File: config.mk
export PLATFORM = sky130hd
export DESIGN_NAME = if_stage_flat
export DESIGN_NICKNAME = d
export VERILOG_FILES = /design/src/rtl/if_stage_pkg.sv /design/src/rtl/if_stage_if.sv /design/src/rtl/if_stage_if_id_reg.sv /design/src/rtl/if_stage.sv /design/src/flat_wrapper.sv
export SDC_FILE = /design/constraint.sdc
export NUM_CORES = 1
export LEC_CHECK = 0
export ABC_AREA = 1
export CAP_MARGIN = 20
export CORE_MARGIN = 2
export CORE_UTILIZATION = 35
export CTS_BUF_LIST = sky130_fd_sc_hd__clkbuf_4 sky130_fd_sc_hd__clkbuf_8
export DETAILED_ROUTE_END_ITERATION = 8
export PLACE_DENSITY = 0.66
export RECOVER_POWER = 100
export SYNTH_ARGS = -nofsm -noshare
export SYNTH_HDL_FRONTEND = slang
export SYNTH_SLANG_ARGS = --single-unit
File: constraint.sdc
create_clock -name clk -period 4.4 [get_ports clk]
set_clock_uncertainty 0.1 [all_clocks]
set_input_delay 1.32 -clock clk [delete_from_list [all_inputs] [get_ports clk]]
set_output_delay 1.32 -clock clk [all_outputs]
set_load 0.05 [all_outputs]
File: src/rtl/if_stage_pkg.sv
// Shared pipeline definitions: datapath widths, the canonical NOP encoding,
// and the IF/ID register payload that decode and the hazard unit also use.
package if_stage_pkg;

  localparam int XLEN    = 32;
  localparam int INSTR_W = 32;

  // addi x0, x0, 0
  localparam logic [INSTR_W-1:0] NOP_INSTR = 32'h0000_0013;

  typedef struct packed {
    logic [INSTR_W-1:0] instr;
    logic [XLEN-1:0]    pc;
    logic [XLEN-1:0]    pc_plus4;
    logic               valid;
  } if_id_t;

endpackage

File: src/rtl/if_stage_if.sv
// Instruction-memory bus: the fetch stage presents a byte address and the
// memory answers combinationally with the instruction in the same cycle.
interface if_stage_if #(
  parameter int ADDR_W = 10
);

  logic [ADDR_W-1:0] addr;
  logic [31:0]       instr;

  modport master (output addr, input instr);
  modport slave  (input addr, output instr);

endinterface

File: src/rtl/if_stage_if_id_reg.sv
// IF/ID pipeline register with write-enable (stall) and flush (bubble insert).
// Flush replaces the instruction with a NOP and clears valid but keeps the
// PC fields, so the bubble still carries a plausible address for debug.
module if_stage_if_id_reg
  import if_stage_pkg::*;
#(
  parameter logic [INSTR_W-1:0] NOP_INSTR = if_stage_pkg::NOP_INSTR
) (
  input  logic   clk,
  input  logic   reset,
  input  logic   en,
  input  logic   flush,
  input  if_id_t d,
  output if_id_t q
);

  // Register update: reset > flush > enabled capture > hold.
  always_ff @(posedge clk) begin
    // NOTE: sequential state uses non-blocking (<=) so every register samples
    // pre-edge values regardless of statement order.
    if (reset) begin
      q.instr    <= NOP_INSTR;
      q.pc       <= '0;
      q.pc_plus4 <= '0;
      q.valid    <= 1'b0;
    end else if (flush) begin
      q.instr <= NOP_INSTR;
      q.valid <= 1'b0;
    end else if (en) begin
      q <= d;
    end
  end

endmodule

File: src/rtl/if_stage.sv
// Instruction-fetch stage: owns the PC, drives the instruction-memory address,
// and captures {instr, pc, pc+4} into IF/ID. Redirect beats stall beats
// sequential fetch; the instruction fetched during a redirect cycle is dropped.
module if_stage
  import if_stage_pkg::*;
#(
  parameter logic [XLEN-1:0]    RESET_PC    = 32'h0000_0000,
  parameter int                 IMEM_ADDR_W = 10,
  parameter logic [INSTR_W-1:0] NOP_INSTR   = if_stage_pkg::NOP_INSTR
) (
  input  logic               clk,
  input  logic               reset,
  input  logic               stall,
  input  logic               redirect,
  input  logic [XLEN-1:0]    redirect_target,
  if_stage_if.master         imem,
  output logic [INSTR_W-1:0] ifid_instr,
  output logic [XLEN-1:0]    ifid_pc,
  output logic [XLEN-1:0]    ifid_pc_plus4,
  output logic               ifid_valid,
  output logic [XLEN-1:0]    pc,
  output logic               misaligned_target
);

  logic [XLEN-1:0] pc_plus4;
  logic [XLEN-1:0] pc_next;
  if_id_t          ifid_d;
  if_id_t          ifid_q;

  assign pc_plus4 = pc + 32'd4;

  // Fetch wraps within the instruction memory; the PC itself does not.
  assign imem.addr = pc[IMEM_ADDR_W-1:0];

  // Next-PC select: redirect (word-aligned target) > stall (hold) > pc+4.
  always_comb begin
    // NOTE: defaulting first guarantees every path assigns pc_next, so no
    // latch is inferred.
    pc_next = pc;
    if (redirect) begin
      pc_next = {redirect_target[XLEN-1:2], 2'b00};
    end else if (!stall) begin
      pc_next = pc_plus4;
    end
  end

  // PC register and one-cycle misaligned-target pulse.
  always_ff @(posedge clk) begin
    if (reset) begin
      pc                <= {RESET_PC[XLEN-1:2], 2'b00};
      misaligned_target <= 1'b0;
    end else begin
      pc                <= pc_next;
      misaligned_target <= redirect & (redirect_target[1:0] != 2'b00);
    end
  end

  assign ifid_d = '{instr: imem.instr, pc: pc, pc_plus4: pc_plus4, valid: 1'b1};

  if_stage_if_id_reg #(
    .NOP_INSTR(NOP_INSTR)
  ) u_if_id_reg (
    .clk  (clk),
    .reset(reset),
    .en   (!stall),
    .flush(redirect),
    .d    (ifid_d),
    .q    (ifid_q)
  );

  assign ifid_instr    = ifid_q.instr;
  assign ifid_pc       = ifid_q.pc;
  assign ifid_pc_plus4 = ifid_q.pc_plus4;
  assign ifid_valid    = ifid_q.valid;

endmodule

File: src/flat_wrapper.sv
// flat-port wrapper written by rule: the top's interface ports become plain ports
module if_stage_flat import if_stage_pkg::*;
#(
  parameter logic [XLEN-1:0]    RESET_PC    = 32'h0000_0000,
  parameter int                 IMEM_ADDR_W = 10,
  parameter logic [INSTR_W-1:0] NOP_INSTR   = if_stage_pkg::NOP_INSTR
)
  (clk, reset, stall, redirect, redirect_target, ifid_instr, ifid_pc, ifid_pc_plus4, ifid_valid, pc, misaligned_target, imem_addr, imem_instr);
  if_stage_if #(.ADDR_W(10)) imem_i ();
  input  logic clk;
  input  logic reset;
  input  logic stall;
  input  logic redirect;
  input  logic [XLEN-1:0] redirect_target;
  output logic [INSTR_W-1:0] ifid_instr;
  output logic [XLEN-1:0] ifid_pc;
  output logic [XLEN-1:0] ifid_pc_plus4;
  output logic ifid_valid;
  output logic [XLEN-1:0] pc;
  output logic misaligned_target;
  output wire logic [$bits(imem_i.addr)-1:0] imem_addr;
  input wire logic [$bits(imem_i.instr)-1:0] imem_instr;
  assign imem_addr = imem_i.addr;
  assign imem_i.instr = imem_instr;
  if_stage #(.RESET_PC(RESET_PC), .IMEM_ADDR_W(IMEM_ADDR_W), .NOP_INSTR(NOP_INSTR)) u_core (.clk(clk), .reset(reset), .stall(stall), .redirect(redirect), .redirect_target(redirect_target), .imem(imem_i), .ifid_instr(ifid_instr), .ifid_pc(ifid_pc), .ifid_pc_plus4(ifid_pc_plus4), .ifid_valid(ifid_valid), .pc(pc), .misaligned_target(misaligned_target));
endmodule
==> results of run 1 <==
## worst max-delay path, stage by stage
cell	delay [ns]
dlygate4sd3_1	0.59
buf_4	0.27
nor2_1	0.91
inv_2	0.33
o21ai_0	0.24
inv_1	0.05
a21oi_1	0.14
## metal layers
metal | vias up | routed length [µm] | global-route usage
met5 | - | 0 | 0
met4 | 0 | 102 | 0.0530
met3 | 8 | 1380 | 0.0787
met2 | 172 | 7800 | 0.336
met1 | 2419 | 7060 | 0.238
li1 | 2729 | - | -
## cells in the mapped netlist
cell      instances
nand2_1         226
dfxtp_1         124
a21oi_1         101
nor2_1           70
o21ai_0          52
inv_1            49
clkbuf_1         29
nand3_1          24
buf_4            20
nor2_4            8
a22o_1            7
a31oi_1           7
nor2_2            6
xor2_1            6
buf_2             4
inv_2             3
buf_1             2
o21ai_1           2
xnor2_1           2
conb_1            1
ha_1              1
nand2_2           1
nand2_4           1
nand3b_1          1
nor3_1            1
or2_2             1
## kinds of logic (layout without fill, tap and decap cells)
family | after synthesis | after routing
AOI/OAI and AO/OA | 169 | 169
xor gates and xnor gates | 8 | 8
other | 1 | 8
adders and majority gates | 1 | 1
DFF | 124 | 124
and+or+nand+nor | 339 | 339
buffers and inverters | 107 | 288
## registers in the layout, summed over array words and instances (netlist names)
register / count
u_core.pc: 30
u_core.u_if_id_reg.q: 93
u_core.misaligned_target: 1
## through the flow
step                      cell area, µm²  power, mW  hold WS, ns  setup slack (ns)
after floorplan                     5350       1.58        0.571              1.96
after global placement              7330       1.78        0.344              1.13
after detailed placement            7330       1.78        0.356              1.06
after CTS                           7730       2.80        0.366              1.10
after global routing                7710       2.87        0.377             0.537
final                               7710       2.75        0.362             0.762
## power by group through the flow
stage / Sequential (mW) / Clock, mW / Combinational, mW
3_3_place_gp: 1.25 / 0 / 0.533
3_5_place_dp: 1.25 / 0 / 0.534
4_1_cts: 1.22 / 1.04 / 0.536
5_1_grt: 1.23 / 1.10 / 0.545
6_report: 1.22 / 1.02 / 0.512
2_1_floorplan: 1.41 / 0 / 0.172
## area by class of cell
class / instances / share of cell area
inverters: 52 / 0.0253
clock inverters: 7 / 0.0114
repair buffers: 205 / 0.262
multi-input cells: 525 / 0.308
clock buffers: 24 / 0.0404
flip-flops and latches: 124 / 0.322
well taps: 188 / 0.0305
## worst min-delay path by stage
stage | from | endpoint | slack (ns) | cells past startpoint
2_1_floorplan | u_core.u_if_id_reg.q[79] | u_core.u_if_id_reg.q[79] | 0.57 | 2
3_3_place_gp | u_core.u_if_id_reg.q[79] | u_core.u_if_id_reg.q[79] | 0.34 | 2
3_5_place_dp | u_core.u_if_id_reg.q[86] | u_core.u_if_id_reg.q[86] | 0.36 | 2
4_1_cts | u_core.u_if_id_reg.q[76] | u_core.u_if_id_reg.q[76] | 0.37 | 2
5_1_grt | u_core.u_if_id_reg.q[92] | u_core.u_if_id_reg.q[92] | 0.38 | 2
6_report | u_core.u_if_id_reg.q[86] | u_core.u_if_id_reg.q[86] | 0.36 | 2
==> impl_metrics.json, run 1 <==
{
  "multi_input_comb_area_mm2": 0.00237,
  "p_int_mw": 1.92,
  "cts_resized": 0,
  "clock.fmax_ghz": 0.275,
  "violations": "max-capacitance violations, max-slew violations",
  "dieWidth_um": 127,
  "final_cell_mix": "nand2_1 (226), dlygate4sd3_1 (134), dfxtp_1 (124)",
  "critPathRequiredTime_ns": 4.63,
  "drtIter0Drc": 228,
  "synth.area.mux_share": 0,
  "synth-compound-area-share": 0.165,
  "grt_use_total": 0.200,
  "tightest_slew_ns": 2.70,
  "fp-row-count": 45,
  "reg2reg_depth": 8,
  "setup_viol": 0,
  "ys_ff_latch": 124,
  "synth_area_leaders": "dfxtp_1 (47%), nand2_1 (16%), a21oi_1 (9.5%)",
  "grt_pass1_wl_mm": 25.6,
  "cp-endpoint": "u_core.pc[27]",
  "hold_viol_final": 0,
  "rsz0062_at_grt": "no",
  "ir_worst_vdd_uv": 230,
  "cts_tree": "built",
  "vias": 5328,
  "startpoint_type": "primary input",
  "regArea_mm2": 0.00248,
  "finalWirelength_mm": 16.3,
  "place_inst": 1094,
  "cts_root_buf": "clkbuf_8",
  "clockBufferDepth": 2,
  "syn_inst": 749,
  "drc_errors": 0,
  "arrival_ns": 3.86,
  "synth_top_family_by_area": "simple AND/OR/NAND/NOR gates",
  "endpoint_kind": "register",
  "core_area_mm2": 0.0150,
  "seq_power_share": 0.443,
  "synthToLayoutAreaGrowth_pct": 44.7,
  "drtPass1Iterations": 5,
  "synth.avg_cell_area_um2": 7.11,
  "drv_slew": 60,
  "cts-buffers-inserted": 17,
  "synth_top_area_cell": "dfxtp_1",
  "ios": 208,
  "synth_xor_area_frac": 0.0132,
  "reg2reg_to": "u_core.pc[14]",
  "die-height_um": 127,
  "io_buffers": 199,
  "post_cts.repair.setup_buffers": 0,
  "start_util": 0.354,
  "ctsHoldBuffers": 0,
  "synth_fa_ha_area_frac": 0.00235,
  "first_global_vias": 4919,
  "gp_congestion": 0.844,
  "fin_util": 0.513,
  "slew_headroom": -0.800,
  "synth_top_area_frac": 0.466,
  "yosys.area_share.simple": 0.262,
  "synth_cell_types": 26,
  "switching_share": 0.303,
  "cts_max_level": 4,
  "ys_seq_area_frac": 0.466,
  "crit_path_max_fanout": 31,
  "vias_per_cell": 4.74,
  "cts.sinks": 124,
  "nets": 994,
  "final_layout_size_suffix_gt1_frac": 0.0555,
  "overflow": 0,
  "path_class": "primary input to register",
  "grt_start_max_net_pins": 69,
  "insertion_delay_ns": 0.44,
  "min_period_ns": 3.64,
  "power.leakage_nw": 3.27,
  "synth.yosys.warnings": 0,
  "antennaDiodeCount": 0,
  "combinationalPowerShare": 0.186,
  "layout.cells.non_filler": 1125,
  "detailed_place_hpwl_mm": 11.7,
  "clkPwrFrac": 0.371,
  "ant_nets": 0,
  "cp-startpoint": "redirect",
  "die_area_mm2": 0.0162,
  "rrSetupSlack_ns": 2.22,
  "grt_antenna_before_repair": 0,
  "finalCritPeriodShare": 0.827,
  "num-fill-cells": 1499,
  "p_sw_mw": 0.834,
  "tns_ns": 0,
  "wl_per_cell_um": 14.5,
  "syn-cell-area_mm2": 0.00533,
  "final_common_cell": "nand2_1",
  "powerDensity_mw_per_mm2": 357,
  "outcome": "finished, violations left",
  "cap_violations": 1,
  "r2r-start": "u_core.pc[3]",
  "cts.clk_slew.worst_paths_ns": 0.07,
  "hold_class": "register to register"
}
No activity file was read; power rests on OpenSTA's default activity.
==> run 2: changes to the inputs <==
clock period = 3.8 ns   (was 4.4 ns; I/O delays follow)
==> run 2 against run 1 <==
The run still ends with max-capacitance violations, max-slew violations left. Global-route usage grew 0.53 points. Flip-flop and latch count unchanged. Die area stayed put. Hold slack worse by 0.010 ns. Sequential share of layout area down 0.052 points. Setup slack got worse by 0.16 ns. Combinational power increased by 16%.
==> impl_metrics.json, run 2 (synthesis results as in run 1) <==
{
  "dieWidth_um": 127,
  "violations": "max-capacitance violations, max-slew violations",
  "worstHoldEndpoint": "u_core.u_if_id_reg.q[79]",
  "vias": 5361,
  "finalCritPeriodShare": 0.843,
  "antennaDiodeCount": 0,
  "worst-path-buf-inv": 3,
  "setup_viol": 0,
  "fp-row-count": 45,
  "vias_per_cell": 4.77,
  "io_buffers": 199,
  "placed_area_mm2": 0.00734,
  "regMostFlops": "u_core.u_if_id_reg.q",
  "min_path_cells": 2,
  "final_common_cell": "nand2_1",
  "finalWirelength_mm": 16.3,
  "drv_slew": 43,
  "powerDensity_mw_per_mm2": 413,
  "clockBufferDepth": 2,
  "synthToLayoutAreaGrowth_pct": 44.9,
  "hold-worst-slack_ns": 0.352,
  "gp_congestion": 0.844,
  "cts_tree": "built",
  "nets": 995,
  "cts_max_level": 4,
  "start_util": 0.354,
  "post_cts.repair.setup_buffers": 0,
  "hp-start": "u_core.u_if_id_reg.q[79]",
  "grt_use_total": 0.205,
  "core_area_mm2": 0.0150,
  "arrival_ns": 3.46,
  "final_layout_size_suffix_gt1_frac": 0.0576,
  "drtPass1Iterations": 5,
  "reg.largest.list": "u_core.u_if_id_reg.q: 93 flops, u_core.pc: 30 flops, u_core.misaligned_target: 1 flops",
  "hold_viol_final": 0,
  "rrSetupSlack_ns": 1.64,
  "finalWorstSetupSlack_ns": 0.598,
  "pre_cts_ws_ns": 0.582,
  "cpPeakStageDelay_ns": 0.84,
  "wl_per_cell_um": 14.5,
  "path_delay_family": "buffers and inverters",
  "reg2reg_depth": 8,
  "stdcell_area_mm2": 0.00772,
  "final_cell_mix": "nand2_1 (226), dlygate4sd3_1 (133), dfxtp_1 (124)",
  "ctsHoldBuffers": 0,
  "tns_ns": 0,
  "ir_worst_vdd_uv": 212,
  "crit_path_max_fanout": 31,
  "grt_antenna_before_repair": 0,
  "min_period_ns": 3.20,
  "crit_chain": "dlygate4sd3_1 -> nor2_1 -> inv_1 -> clkbuf_2 -> nand2_1 -> a21oi_1",
  "cts_resized": 0,
  "num-fill-cells": 1502,
  "cts-buffers-inserted": 17,
  "rsz0062_at_grt": "no",
  "worst_path_max_delay_cell": "inv_1",
  "grt_pass1_wl_mm": 26.0,
  "hold_class": "register to register",
  "clock.fmax_ghz": 0.312,
  "ant_nets": 0,
  "largest_reg_flops": 93,
  "endpoint_kind": "register",
  "die_area_mm2": 0.0162,
  "startpoint_type": "primary input",
  "first_global_vias": 5040,
  "detailed_place_hpwl_mm": 11.7,
  "ios": 208,
  "path_class": "primary input to register",
  "cts_root_buf": "clkbuf_8",
  "r2r-start": "u_core.pc[3]",
  "cap_violations": 1,
  "reg2reg_to": "u_core.pc[14]",
  "drc_errors": 0,
  "power.leakage_nw": 3.27,
  "slew_headroom": -0.326,
  "die-height_um": 127,
  "drtIter0Drc": 401,
  "outcome": "finished, violations left",
  "cts.sinks": 124,
  "overflow": 0,
  "tightest_slew_ns": 1.99,
  "cts.clk_slew.worst_paths_ns": 0.07,
  "grt_start_max_net_pins": 69,
  "insertion_delay_ns": 0.44,
  "critPathRequiredTime_ns": 4.05
}
## run 2: final cells by class
| class | count | area [µm²] | area share |
|---|---|---|---|
| Inverter | 52 | 195 | 0.0253 |
| Tap cell | 188 | 235 | 0.0305 |
| Clock inverter | 7 | 87.6 | 0.0113 |
| Timing Repair Buffer | 206 | 2030 | 0.263 |
| Multi-Input combinational cell | 525 | 2380 | 0.308 |
| Clock buffer | 23 | 310 | 0.0402 |
| Sequential cell | 124 | 2480 | 0.322 |
## run 2: how the worst max path moves through the flow
stage / depth (start not counted) / startpoint / to / slack (ns)
finish: 6 / redirect / u_core.u_if_id_reg.q[8] / 0.60
global route: 6 / redirect / u_core.u_if_id_reg.q[18] / 0.41
CTS: 1 / u_core.pc[4] / imem_addr[4] / 0.65
detailed placement: 5 / redirect / u_core.u_if_id_reg.q[81] / 0.58
global placement: 5 / redirect / u_core.u_if_id_reg.q[79] / 0.63
floorplan: 1 / u_core.pc[5] / pc[5] / 1.54
## run 2: routing by layer
| metal | wire length, µm | vias to the layer above | share of wire | track usage |
|---|---|---|---|---|
| met3 | 1410 | 19 | 0.087 | 0.0791 |
| met2 | 7580 | 182 | 0.46 | 0.336 |
| li1 | - | 2734 | - | - |
| met4 | 221 | 0 | 0.014 | 0.0724 |
| met1 | 7120 | 2426 | 0.44 | 0.246 |
| met5 | 0 | - | 0 | 0 |
## run 2: where the power goes
group | leakage (nW) | internal (mW) | switching [mW]
combinational | 2.05 | 0.193 | 0.401
sequential | 1.01 | 1.36 | 0.0526
clock | 0.207 | 0.666 | 0.514
total | 3.27 | 2.22 | 0.967
## run 2: worst register-to-register path, stage by stage, from the launching register on
cell	delay [ns]
dfxtp_1	0.50
ha_1	0.28
nand2_1	0.10
nor2_2	0.22
nand2_2	0.14
nor2_2	0.22
a21oi_1	0.09
o21ai_0	0.20
a21oi_1	0.10
## run 2: metrics by stage
stage / utilization / cells / power, mW
floorplan: - / 756 / 1.83
global placement: 0.488 / 1095 / 2.06
detailed placement: 0.488 / 1095 / 2.06
CTS: 0.515 / 1125 / 3.24
global route: 0.513 / 1125 / 3.32
finish: 0.513 / 1125 / 3.18
==> run 3: changes to the inputs <==
clock period = 3 ns   (was 3.8 ns; I/O delays follow)
==> run 3 against run 2 <==
The run now ends clean. Core utilization up 0.22 points. Sequential power up 26%. Global-route usage down 0.23 points. Wire length down 0.30%. Flip-flop and latch count unchanged. Clock power up 20%. Via count up 0.47%. Cell count up 0.71%. Largest power group unchanged.
==> impl_metrics.json, run 3 (synthesis results as in run 1) <==
{
  "outcome": "complete, no violations",
  "gp_congestion": 0.858,
  "cts_tree": "built",
  "cpPeakStageDelay_ns": 0.88,
  "finalWirelength_mm": 16.3,
  "drtIter0Drc": 372,
  "grt_use_total": 0.203,
  "place_inst": 1104,
  "layout.cells.non_filler": 1133,
  "drv_slew": 0,
  "die_area_mm2": 0.0162,
  "overflow": 0,
  "start_util": 0.354,
  "vias_per_cell": 4.75,
  "final_layout_size_suffix_gt1_frac": 0.0635,
  "drtPass1Iterations": 4,
  "cts.clk_slew.worst_paths_ns": 0.07,
  "ios": 208,
  "ir_worst_vdd_uv": 233,
  "min_period_ns": 2.86,
  "grt_start_max_net_pins": 41,
  "worst_path_max_delay_cell": "clkdlybuf4s50_1",
  "grt_antenna_before_repair": 0,
  "tns_ns": 0,
  "hold_viol_final": 0,
  "tightest_slew_ns": 1.21,
  "cts_root_buf": "clkbuf_8",
  "arrival_ns": 1.86,
  "cts.sinks": 124,
  "path_class": "register to output port",
  "slew_headroom": 0.196,
  "multi_input_comb_area_mm2": 0.00238,
  "die-height_um": 127,
  "drc_errors": 0,
  "critPathRequiredTime_ns": 2.00,
  "setup_viol": 0,
  "largest_reg_flops": 93,
  "cts_max_level": 4,
  "worst-path-buf-inv": 1,
  "stdcell_area_mm2": 0.00775,
  "fp-row-count": 45,
  "synthToLayoutAreaGrowth_pct": 45.5,
  "final_cell_mix": "nand2_1 (226), dlygate4sd3_1 (131), dfxtp_1 (124)",
  "cap_violations": 0,
  "powerDensity_mw_per_mm2": 512,
  "dieWidth_um": 127,
  "crit_chain": "clkdlybuf4s50_1",
  "ant_nets": 0,
  "clock.fmax_ghz": 0.350,
  "regArea_mm2": 0.00248,
  "power.leakage_nw": 3.29,
  "endpoint_kind": "output port",
  "antennaDiodeCount": 0,
  "insertion_delay_ns": 0.44,
  "path_delay_family": "buffers and inverters",
  "regMostFlops": "u_core.u_if_id_reg.q",
  "finalCritPeriodShare": 0.954,
  "rsz0062_at_grt": "no",
  "nets": 1004,
  "startpoint_type": "register",
  "post_cts.repair.setup_buffers": 0,
  "cts-buffers-inserted": 17,
  "finalPower_mw": 3.97,
  "num-fill-cells": 1485,
  "fin_util": 0.516,
  "reg.largest.list": "u_core.u_if_id_reg.q: 93 flops, u_core.pc: 30 flops, u_core.misaligned_target: 1 flops",
  "first_global_vias": 5141,
  "hold_class": "register to register",
  "wl_per_cell_um": 14.4,
  "vias": 5386,
  "core_area_mm2": 0.0150,
  "cts_resized": 0,
  "final_common_cell": "nand2_1",
  "ctsHoldBuffers": 0,
  "io_buffers": 199,
  "detailed_place_hpwl_mm": 11.9,
  "crit_path_max_fanout": 10,
  "grt_pass1_wl_mm": 25.9,
  "clockBufferDepth": 2,
  "placed_area_mm2": 0.00742
}
run 3: cell count changes in the layout (fill, tap and decap cells not counted):
cell / before / now
buf_4: 3 / 10
clkbuf_1: 2 / 4
clkbuf_4: 1 / 2
clkbuf_8: 22 / 19
clkdlybuf4s50_1: 65 / 67
clkinvlp_4: 1 / 2
dlygate4sd3_1: 133 / 131
o21ai_0: 52 / 53
o21ai_1: 2 / 1
run 3: power by group:
group          total [mW]  switching, mW  internal [mW]
clock network        1.42          0.644          0.780
logic               0.762          0.511          0.251
registers            1.78         0.0626           1.72
total                3.97           1.22           2.75
run 3: cell type report:
type	instances	area share
Clock buffer	21	0.0357
Clock inverter	8	0.0123
Inverter	52	0.0252
Multi-Input combinational cell	525	0.307
Sequential cell	124	0.320
Tap cell	188	0.0303
Timing Repair Buffer	215	0.269
run 3: metrics by stage:
stage / setup slack, ns / hold WS [ns]
global placement: 0.477 / 0.346
global route: 0.0269 / 0.374
CTS: 0.104 / 0.361
floorplan: 0.977 / 0.571
finish: 0.139 / 0.356
detailed placement: 0.438 / 0.350
run 3: path summary, 6_finish.rpt:
path                             from                        to  slack, ns  cells past startpoint
max                      u_core.pc[4]              imem_addr[4]       0.14                      1
min          u_core.u_if_id_reg.q[79]  u_core.u_if_id_reg.q[79]       0.36                      2
max reg2reg              u_core.pc[3]             u_core.pc[14]       0.99                      8
min reg2reg  u_core.u_if_id_reg.q[79]  u_core.u_if_id_reg.q[79]       0.36                      2
run 3: metal layers:
metal	track usage	up-vias	share of wire
met2	0.336	196	0.47
met3	0.0884	19	0.097
li1	-	2742	-
met4	0.0601	0	0.014
met1	0.238	2429	0.42
met5	0	-	0
